File: src/rtl/core_out_arbiter_if.sv
// -----------------------------------------------------------------------------
// core_out_arbiter_if
// Bundles the two data paths of the core output arbiter:
//   source side : in_dout / in_empty (from the per-core FWFT sources),
//                 in_rd_en (per-channel pop strobe back to the sources)
//   sink side   : dout / out_empty / out_count (output FIFO head and state),
//                 out_rd_en (pop strobe from the downstream consumer)
// Modports:
//   slave  - the arbiter's view
//   master - the environment's view (sources plus downstream consumer)
// -----------------------------------------------------------------------------
interface core_out_arbiter_if #(
    parameter int N_CORES    = 16,
    parameter int DOUT_WIDTH = 4,
    parameter int OUT_DEPTH  = 16,
    parameter int ID_WIDTH   = 5
);
    localparam int ENTRY_W = ID_WIDTH + 1 + DOUT_WIDTH;
    localparam int CNT_W   = $clog2(OUT_DEPTH) + 1;

    logic [N_CORES*DOUT_WIDTH-1:0] in_dout;
    logic [N_CORES-1:0]            in_empty;
    logic [N_CORES-1:0]            in_rd_en;
    logic [ENTRY_W-1:0]            dout;
    logic                          out_empty;
    logic                          out_rd_en;
    logic [CNT_W-1:0]              out_count;

    modport slave (
        input  in_dout, in_empty, out_rd_en,
        output in_rd_en, dout, out_empty, out_count
    );

    modport master (
        output in_dout, in_empty, out_rd_en,
        input  in_rd_en, dout, out_empty, out_count
    );
endinterface

File: src/rtl/core_out_arbiter.sv
// -----------------------------------------------------------------------------
// core_out_arbiter
// Round-robin packet arbiter that gathers fixed-length result packets from
// N_CORES first-word-fall-through sources into one FWFT output FIFO. Each
// FIFO entry is {channel id, last flag, data word}. A packet whose source
// runs dry for STALL_LIMIT cycles is abandoned and flagged in err_stall.
// Ports:
//   CLK, RST_N - clock and asynchronous active-low reset
//   bus        - source side (in_dout, in_empty, in_rd_en) and output FIFO
//                side (dout, out_empty, out_rd_en, out_count)
//   chan_en    - per-channel arbitration enable (sampled only when granting)
//   err_clr    - clears all sticky err_stall bits (a same-cycle set wins)
//   err_stall  - sticky per-channel packet-abort flags
// -----------------------------------------------------------------------------
module core_out_arbiter #(
    parameter int N_CORES     = 16,
    parameter int DOUT_WIDTH  = 4,
    parameter int PKT_WORDS   = 8,
    parameter int OUT_DEPTH   = 16,
    parameter int STALL_LIMIT = 15,
    parameter int ID_WIDTH    = 5
) (
    input  logic                 CLK,
    input  logic                 RST_N,
    core_out_arbiter_if.slave    bus,
    input  logic [N_CORES-1:0]   chan_en,
    input  logic                 err_clr,
    output logic [N_CORES-1:0]   err_stall
);

    localparam int ENTRY_W = ID_WIDTH + 1 + DOUT_WIDTH;
    localparam int AW      = $clog2(OUT_DEPTH);
    localparam int CNT_W   = AW + 1;
    localparam int WC_W    = $clog2(PKT_WORDS);
    localparam int SC_W    = $clog2(STALL_LIMIT + 1);

    localparam logic [CNT_W-1:0]    FULL_CNT  = CNT_W'(OUT_DEPTH);
    localparam logic [WC_W-1:0]     LAST_WORD = WC_W'(PKT_WORDS - 1);
    localparam logic [SC_W-1:0]     STALL_HIT = SC_W'(STALL_LIMIT - 1);
    localparam logic [ID_WIDTH-1:0] PTR_RST   = ID_WIDTH'(N_CORES - 1);

    typedef enum logic {IDLE = 1'b0, XFER = 1'b1} state_e;

    state_e                state_q, state_d;
    logic [ID_WIDTH-1:0]   g_q, g_d;
    logic [ID_WIDTH-1:0]   ptr_q, ptr_d;
    logic [WC_W-1:0]       word_cnt_q, word_cnt_d;
    logic [SC_W-1:0]       stall_cnt_q, stall_cnt_d;
    logic [N_CORES-1:0]    err_q, err_d;
    logic [AW-1:0]         wr_ptr_q, wr_ptr_d;
    logic [AW-1:0]         rd_ptr_q, rd_ptr_d;
    logic [CNT_W-1:0]      count_q, count_d;
    logic [ENTRY_W-1:0]    mem_q [OUT_DEPTH];

    // ---------------------------------------------------------------- arbiter
    // Round-robin pick: the lowest eligible channel above ptr wins; if none is
    // above ptr, wrap to the lowest eligible channel overall.
    logic [N_CORES-1:0]  elig;
    logic                hi_found;
    logic [ID_WIDTH-1:0] hi_idx, lo_idx;
    logic                sel_found;
    logic [ID_WIDTH-1:0] sel_idx;

    always_comb begin
        // NOTE: every signal written here gets a default first, so no path
        // leaves a value unassigned and no latch is inferred.
        elig     = chan_en & ~bus.in_empty;
        hi_found = 1'b0;
        hi_idx   = '0;
        lo_idx   = '0;
        for (int i = N_CORES - 1; i >= 0; i--) begin
            if (elig[i]) begin
                lo_idx = ID_WIDTH'(i);
                if (ID_WIDTH'(i) > ptr_q) begin
                    hi_found = 1'b1;
                    hi_idx   = ID_WIDTH'(i);
                end
            end
        end
        sel_found = |elig;
        sel_idx   = hi_found ? hi_idx : lo_idx;
    end

    // ------------------------------------------------- granted-channel muxing
    logic [N_CORES-1:0]    g_onehot;
    logic                  cur_empty;
    logic [DOUT_WIDTH-1:0] cur_data;

    always_comb begin
        g_onehot  = '0;
        cur_empty = 1'b1;
        cur_data  = '0;
        for (int i = 0; i < N_CORES; i++) begin
            if (g_q == ID_WIDTH'(i)) begin
                g_onehot[i] = 1'b1;
                cur_empty   = bus.in_empty[i];
                cur_data    = bus.in_dout[i*DOUT_WIDTH +: DOUT_WIDTH];
            end
        end
    end

    // Full is judged on the registered count, so a same-cycle pop never
    // opens room for a push.
    logic full, pop_src, is_last, pop_out;

    assign full    = (count_q == FULL_CNT);
    assign pop_src = (state_q == XFER) && !cur_empty && !full;
    assign is_last = (word_cnt_q == LAST_WORD);
    assign pop_out = bus.out_rd_en && (count_q != '0);

    assign bus.in_rd_en = pop_src ? g_onehot : '0;

    // ------------------------------------------------------------- controller
    logic [N_CORES-1:0] err_set;

    always_comb begin
        state_d     = state_q;
        g_d         = g_q;
        ptr_d       = ptr_q;
        word_cnt_d  = word_cnt_q;
        stall_cnt_d = stall_cnt_q;
        err_set     = '0;
        unique case (state_q)
            IDLE: begin
                if (sel_found) begin
                    state_d     = XFER;
                    g_d         = sel_idx;
                    word_cnt_d  = '0;
                    stall_cnt_d = '0;
                end
            end
            XFER: begin
                if (pop_src) begin
                    stall_cnt_d = '0;
                    word_cnt_d  = word_cnt_q + 1'b1;
                    if (is_last) begin
                        state_d    = IDLE;
                        ptr_d      = g_q;
                        word_cnt_d = '0;
                    end
                end else if (cur_empty && !full) begin
                    // Starved source: count toward the abort; a full output
                    // FIFO is back-pressure, not starvation, so it holds.
                    if (stall_cnt_q == STALL_HIT) begin
                        err_set     = g_onehot;
                        state_d     = IDLE;
                        ptr_d       = g_q;
                        stall_cnt_d = '0;
                    end else begin
                        stall_cnt_d = stall_cnt_q + 1'b1;
                    end
                end
            end
        endcase
    end

    // Set is applied after clear so a coincident set wins.
    assign err_d     = (err_q & ~{N_CORES{err_clr}}) | err_set;
    assign err_stall = err_q;

    // ------------------------------------------------------------ output FIFO
    always_comb begin
        wr_ptr_d = pop_src ? wr_ptr_q + 1'b1 : wr_ptr_q;
        rd_ptr_d = pop_out ? rd_ptr_q + 1'b1 : rd_ptr_q;
        unique case ({pop_src, pop_out})
            2'b10:   count_d = count_q + 1'b1;
            2'b01:   count_d = count_q - 1'b1;
            default: count_d = count_q;
        endcase
    end

    assign bus.dout      = mem_q[rd_ptr_q];
    assign bus.out_empty = (count_q == '0);
    assign bus.out_count = count_q;

    // ------------------------------------------------------------- registers
    always_ff @(posedge CLK or negedge RST_N) begin
        // NOTE: state is updated with non-blocking assignments so every flop
        // samples pre-edge values regardless of statement order.
        if (!RST_N) begin
            state_q     <= IDLE;
            g_q         <= '0;
            ptr_q       <= PTR_RST;
            word_cnt_q  <= '0;
            stall_cnt_q <= '0;
            err_q       <= '0;
            wr_ptr_q    <= '0;
            rd_ptr_q    <= '0;
            count_q     <= '0;
        end else begin
            state_q     <= state_d;
            g_q         <= g_d;
            ptr_q       <= ptr_d;
            word_cnt_q  <= word_cnt_d;
            stall_cnt_q <= stall_cnt_d;
            err_q       <= err_d;
            wr_ptr_q    <= wr_ptr_d;
            rd_ptr_q    <= rd_ptr_d;
            count_q     <= count_d;
        end
    end

    // NOTE: the storage array has no reset; the pointers and count are reset,
    // so stale contents are never presented as valid data.
    always_ff @(posedge CLK) begin
        if (pop_src) begin
            mem_q[wr_ptr_q] <= {g_q, is_last, cur_data};
        end
    end

endmodule

File: src/flat_wrapper.sv
// flat-port wrapper written by rule: the top's interface ports become plain ports
module core_out_arbiter_flat 
#(
    parameter int N_CORES     = 16,
    parameter int DOUT_WIDTH  = 4,
    parameter int PKT_WORDS   = 8,
    parameter int OUT_DEPTH   = 16,
    parameter int STALL_LIMIT = 15,
    parameter int ID_WIDTH    = 5
)
  (CLK, RST_N, chan_en, err_clr, err_stall, bus_in_dout, bus_in_empty, bus_out_rd_en, bus_in_rd_en, bus_dout, bus_out_empty, bus_out_count);
  core_out_arbiter_if #(.N_CORES(N_CORES), .DOUT_WIDTH(DOUT_WIDTH), .OUT_DEPTH(OUT_DEPTH), .ID_WIDTH(ID_WIDTH)) bus_i ();
  input  logic CLK;
  input  logic RST_N;
  input  logic [N_CORES-1:0] chan_en;
  input  logic err_clr;
  output logic [N_CORES-1:0] err_stall;
  input wire logic [$bits(bus_i.in_dout)-1:0] bus_in_dout;
  input wire logic [$bits(bus_i.in_empty)-1:0] bus_in_empty;
  input wire logic [$bits(bus_i.out_rd_en)-1:0] bus_out_rd_en;
  output wire logic [$bits(bus_i.in_rd_en)-1:0] bus_in_rd_en;
  output wire logic [$bits(bus_i.dout)-1:0] bus_dout;
  output wire logic [$bits(bus_i.out_empty)-1:0] bus_out_empty;
  output wire logic [$bits(bus_i.out_count)-1:0] bus_out_count;
  assign bus_i.in_dout = bus_in_dout;
  assign bus_i.in_empty = bus_in_empty;
  assign bus_i.out_rd_en = bus_out_rd_en;
  assign bus_in_rd_en = bus_i.in_rd_en;
  assign bus_dout = bus_i.dout;
  assign bus_out_empty = bus_i.out_empty;
  assign bus_out_count = bus_i.out_count;
  core_out_arbiter #(.N_CORES(N_CORES), .DOUT_WIDTH(DOUT_WIDTH), .PKT_WORDS(PKT_WORDS), .OUT_DEPTH(OUT_DEPTH), .STALL_LIMIT(STALL_LIMIT), .ID_WIDTH(ID_WIDTH)) u_core (.CLK(CLK), .RST_N(RST_N), .bus(bus_i), .chan_en(chan_en), .err_clr(err_clr), .err_stall(err_stall));
endmodule
File: config.mk
export PLATFORM = sky130hd
export DESIGN_NAME = core_out_arbiter_flat
export DESIGN_NICKNAME = d
export VERILOG_FILES = /design/src/rtl/core_out_arbiter_if.sv /design/src/rtl/core_out_arbiter.sv /design/src/flat_wrapper.sv
export SDC_FILE = /design/constraint.sdc
export NUM_CORES = 1
export LEC_CHECK = 0
export CORE_ASPECT_RATIO = 1.5
export CORE_MARGIN = 8
export CORE_UTILIZATION = 40
export DETAILED_ROUTE_END_ITERATION = 8
export PLACE_DENSITY = 0.67
export SYNTH_ARGS = -nofsm -noshare
export SYNTH_HDL_FRONTEND = slang
export SYNTH_SLANG_ARGS = --single-unit
File: constraint.sdc
create_clock -name CLK -period 8.4 [get_ports CLK]
set_clock_uncertainty 0.1 [all_clocks]
set_input_delay 1.68 -clock CLK [delete_from_list [all_inputs] [get_ports CLK]]
set_output_delay 1.68 -clock CLK [all_outputs]
set_load 0.005 [all_outputs]
==> flow_summary.json <==
{
  "p_leak_nw": 4.04,
  "async_flop_share_pct": 23.8,
  "die_w_um": 140,
  "drc": 0,
  "wl_per_cell_um": 22.7,
  "hold_class": "reg -> reg",
  "min_period_ps": 5810,
  "die-area_um2": 28400,
  "dp_hpwl_mm": 17.4,
  "max_freq_ghz": 0.172,
  "core_um2": 22900,
  "synth-seq-cells": 189,
  "cp_common_cell": "clkdlybuf4s50_1",
  "cp_slowest_stage_delay_ps": 680,
  "wirelength_mm": 24.7,
  "tns_ps": 0,
  "cts-resized-gates": 0,
  "synth_edf_count": 144,
  "wl_met1_mm": 9.48,
  "pre_cts_slack_ps": 2570,
  "multiInputGateArea_um2": 3600,
  "yosys_warnings": 0,
  "wl_met3_mm": 1.14,
  "end_kind": "output pin",
  "initial_core_util_pct": 40.5,
  "grt_pass1_vias": 6643,
  "grt-ovfl-total": 0,
  "syn_area_per_cell_um2": 14.0,
  "stdcell_count": 1089,
  "seq_area_um2": 5460,
  "ant_nets": 0,
  "period_share_pct": 69.2,
  "root_buffer": "clkbuf_16",
  "grt_pass1_wl_mm": 38.3,
  "setup_viol": 0,
  "power.total_mw": 4.08,
  "drt_pass1_iterations": 5,
  "synth-main-ff-cell": "edfxtp_1",
  "p_per_area_nw_per_um2": 351,
  "fin_ws_ps": 2590,
  "crit_chain": "clkdlybuf4s50_1, nand2b_1, a221o_1, and4_4, o31ai_4, nor3_1, clkdlybuf4s50_1",
  "row_count": 68,
  "fin_util_pct": 50.8,
  "holdBufCountCts": 0,
  "ioPinCount": 148,
  "dp.cells": 1057,
  "top_layer_used": "met4",
  "worstPathArrival_ps": 4030,
  "cts_tree": "yes",
  "nets": 910,
  "final_common_cell": "clkdlybuf4s50_1",
  "fin_area_um2": 11600,
  "final_cell_mix": "clkdlybuf4s50_1 (145), edfxtp_1 (144), mux4_2 (45)",
  "synth_cells": 663,
  "outcome": "completed",
  "dpl-instance-area_um2": 11000,
  "clock_latency_ps": 430,
  "htree_levels": 4,
  "n_antenna_cell": 0,
  "crit_path_start_kind": "input pin",
  "required_ps": 6620,
  "clk_pin_slew_ps": 80,
  "drt_iter0_drc": 498,
  "cts_setup_buffers": 0,
  "die_y_um": 202,
  "area_delta_synth_final_pct": 25.4,
  "fillCellCount": 1924,
  "seq_area_frac_synth_pct": 58.8,
  "cts_buffer_depth": 2,
  "syn_area_um2": 9270,
  "ys_types": 69,
  "crit_fanout": 16,
  "routed-wl-met2_mm": 13.4,
  "drv_cap": 0,
  "gp_congestion": 0.877,
  "port_buffers": 146,
  "critPathKind": "in -> out",
  "grt_use_total_pct": 17.8,
  "critPathSlowestCell": "o31ai_4",
  "peakVddDrop_uv": 160,
  "vias": 6226,
  "slew_violations": 0,
  "relSlewSlack_pct": 20.2,
  "grt_start_max_net_pins": 57,
  "rsz0062_at_grt": "no",
  "antenna_found_initial": 0,
  "hold_viol": 0,
  "cts.sinks": 189,
  "drive_gt1_share_pct": 15.8,
  "syn_nets": 777,
  "hold_ws_ps": 400,
  "via_per_inst": 5.72,
  "cts_buffers": 17,
  "tightest_slew_ps": 1190
}
-- path summary, 6_finish.rpt --
path,start,endpoint,slack [ps],depth (start not counted)
setup / recovery,bus_in_empty[12],bus_in_rd_en[3],2590,7
hold / removal,u_core.word_cnt_q[0]$_DFFE_PN0P_,u_core.word_cnt_q[0]$_DFFE_PN0P_,400,1
setup reg to reg,u_core.g_q[3]$_DFFE_PN0P_,u_core.bus.out_count[4]$_DFFE_PN0P_,3690,15
hold reg to reg,u_core.word_cnt_q[0]$_DFFE_PN0P_,u_core.word_cnt_q[0]$_DFFE_PN0P_,400,1
max in group asynchronous,RST_N,u_core.g_q[0]$_DFFE_PN0P_,6180,1
min in group asynchronous,RST_N,u_core.err_stall[2]$_DFF_PN0_,1310,1
-- cells by family after synthesis --
group | share of synthesized area [%]
other | 0.0404
AO/OA/AOI/OAI | 9.54
multiplexers | 14.2
XOR/XNOR | 1.04
flip-flops | 58.8
buffers and inverters | 3.28
adder cells (fa/ha/maj) | 1.97
AND/OR/NAND/NOR | 11.1
-- state kept, by name, indices dropped and copies added, names as in the netlist --
name / flops
u_core.mem_q: 144
u_core.err_stall: 16
u_core.bus.out_count: 5
u_core.g_q: 4
u_core.ptr_q: 4
u_core.rd_ptr_q: 4
u_core.stall_cnt_q: 4
u_core.wr_ptr_q: 4
u_core.word_cnt_q: 3
u_core.state_q: 1
-- final cells by class --
| cell class | instances | share of cell area (%) |
|---|---|---|
| Clock buffer | 18 | 3.69 |
| Clock inverter | 14 | 1.28 |
| Inverter | 28 | 0.904 |
| Multi-Input combinational cell | 403 | 30.9 |
| Sequential cell | 189 | 46.9 |
| Tap cell | 280 | 3.01 |
| Timing Repair Buffer | 157 | 13.2 |
-- per-layer routing --
metal | up-vias | track usage (%)
met2 | 212 | 32.3
met5 | - | 0
met1 | 3112 | 19.7
li1 | 2862 | -
met4 | 0 | 6.93
met3 | 40 | 4.11
-- power breakdown --
part           total, mW  internal (mW)  switching [mW]
combinational       1.76          0.791           0.973
clock              0.772          0.397           0.376
sequential          1.54           1.37           0.168
total               4.08           2.56            1.52
-- synth_stat cells (all sizes together), types with 3 or more instances --
cell	instances	area share (%)
nor3	17	0.92
or3	5	0.39
nor2b	14	0.94
nor4	3	0.34
ha	13	1.8
o32ai	8	0.76
nand2	31	1.3
dfrtp	41	11
o21a	5	0.42
nand3b	3	0.24
nor2	16	0.65
mux2	12	1.6
inv	28	1.1
mux2i	15	1.6
o21ai	30	1.6
nand4b	4	0.38
buf	21	1.3
nor4b	6	0.57
a31oi	6	0.57
nand3	14	0.76
dfstp	4	1.1
nand2b	28	1.9
a211o	3	0.28
o221ai	3	0.28
o22a	6	0.57
a22oi	4	0.32
and4	6	0.59
clkbuf	22	0.89
edfxtp	144	47
a21oi	21	1.1
a21o	3	0.24
or2	6	0.40
xnor2	5	0.47
and2	6	0.40
nor4bb	4	0.43
xor2	6	0.57
mux4	45	11
o22ai	22	1.5
nand4	8	0.61
-- worst max-delay path, delay by kind of cell --
family          cells  cell delay [ps]
buf+inv             2             1000
compound gates      2              970
simple gates        3              390
Note: power is estimated with default switching activity, not from simulation.
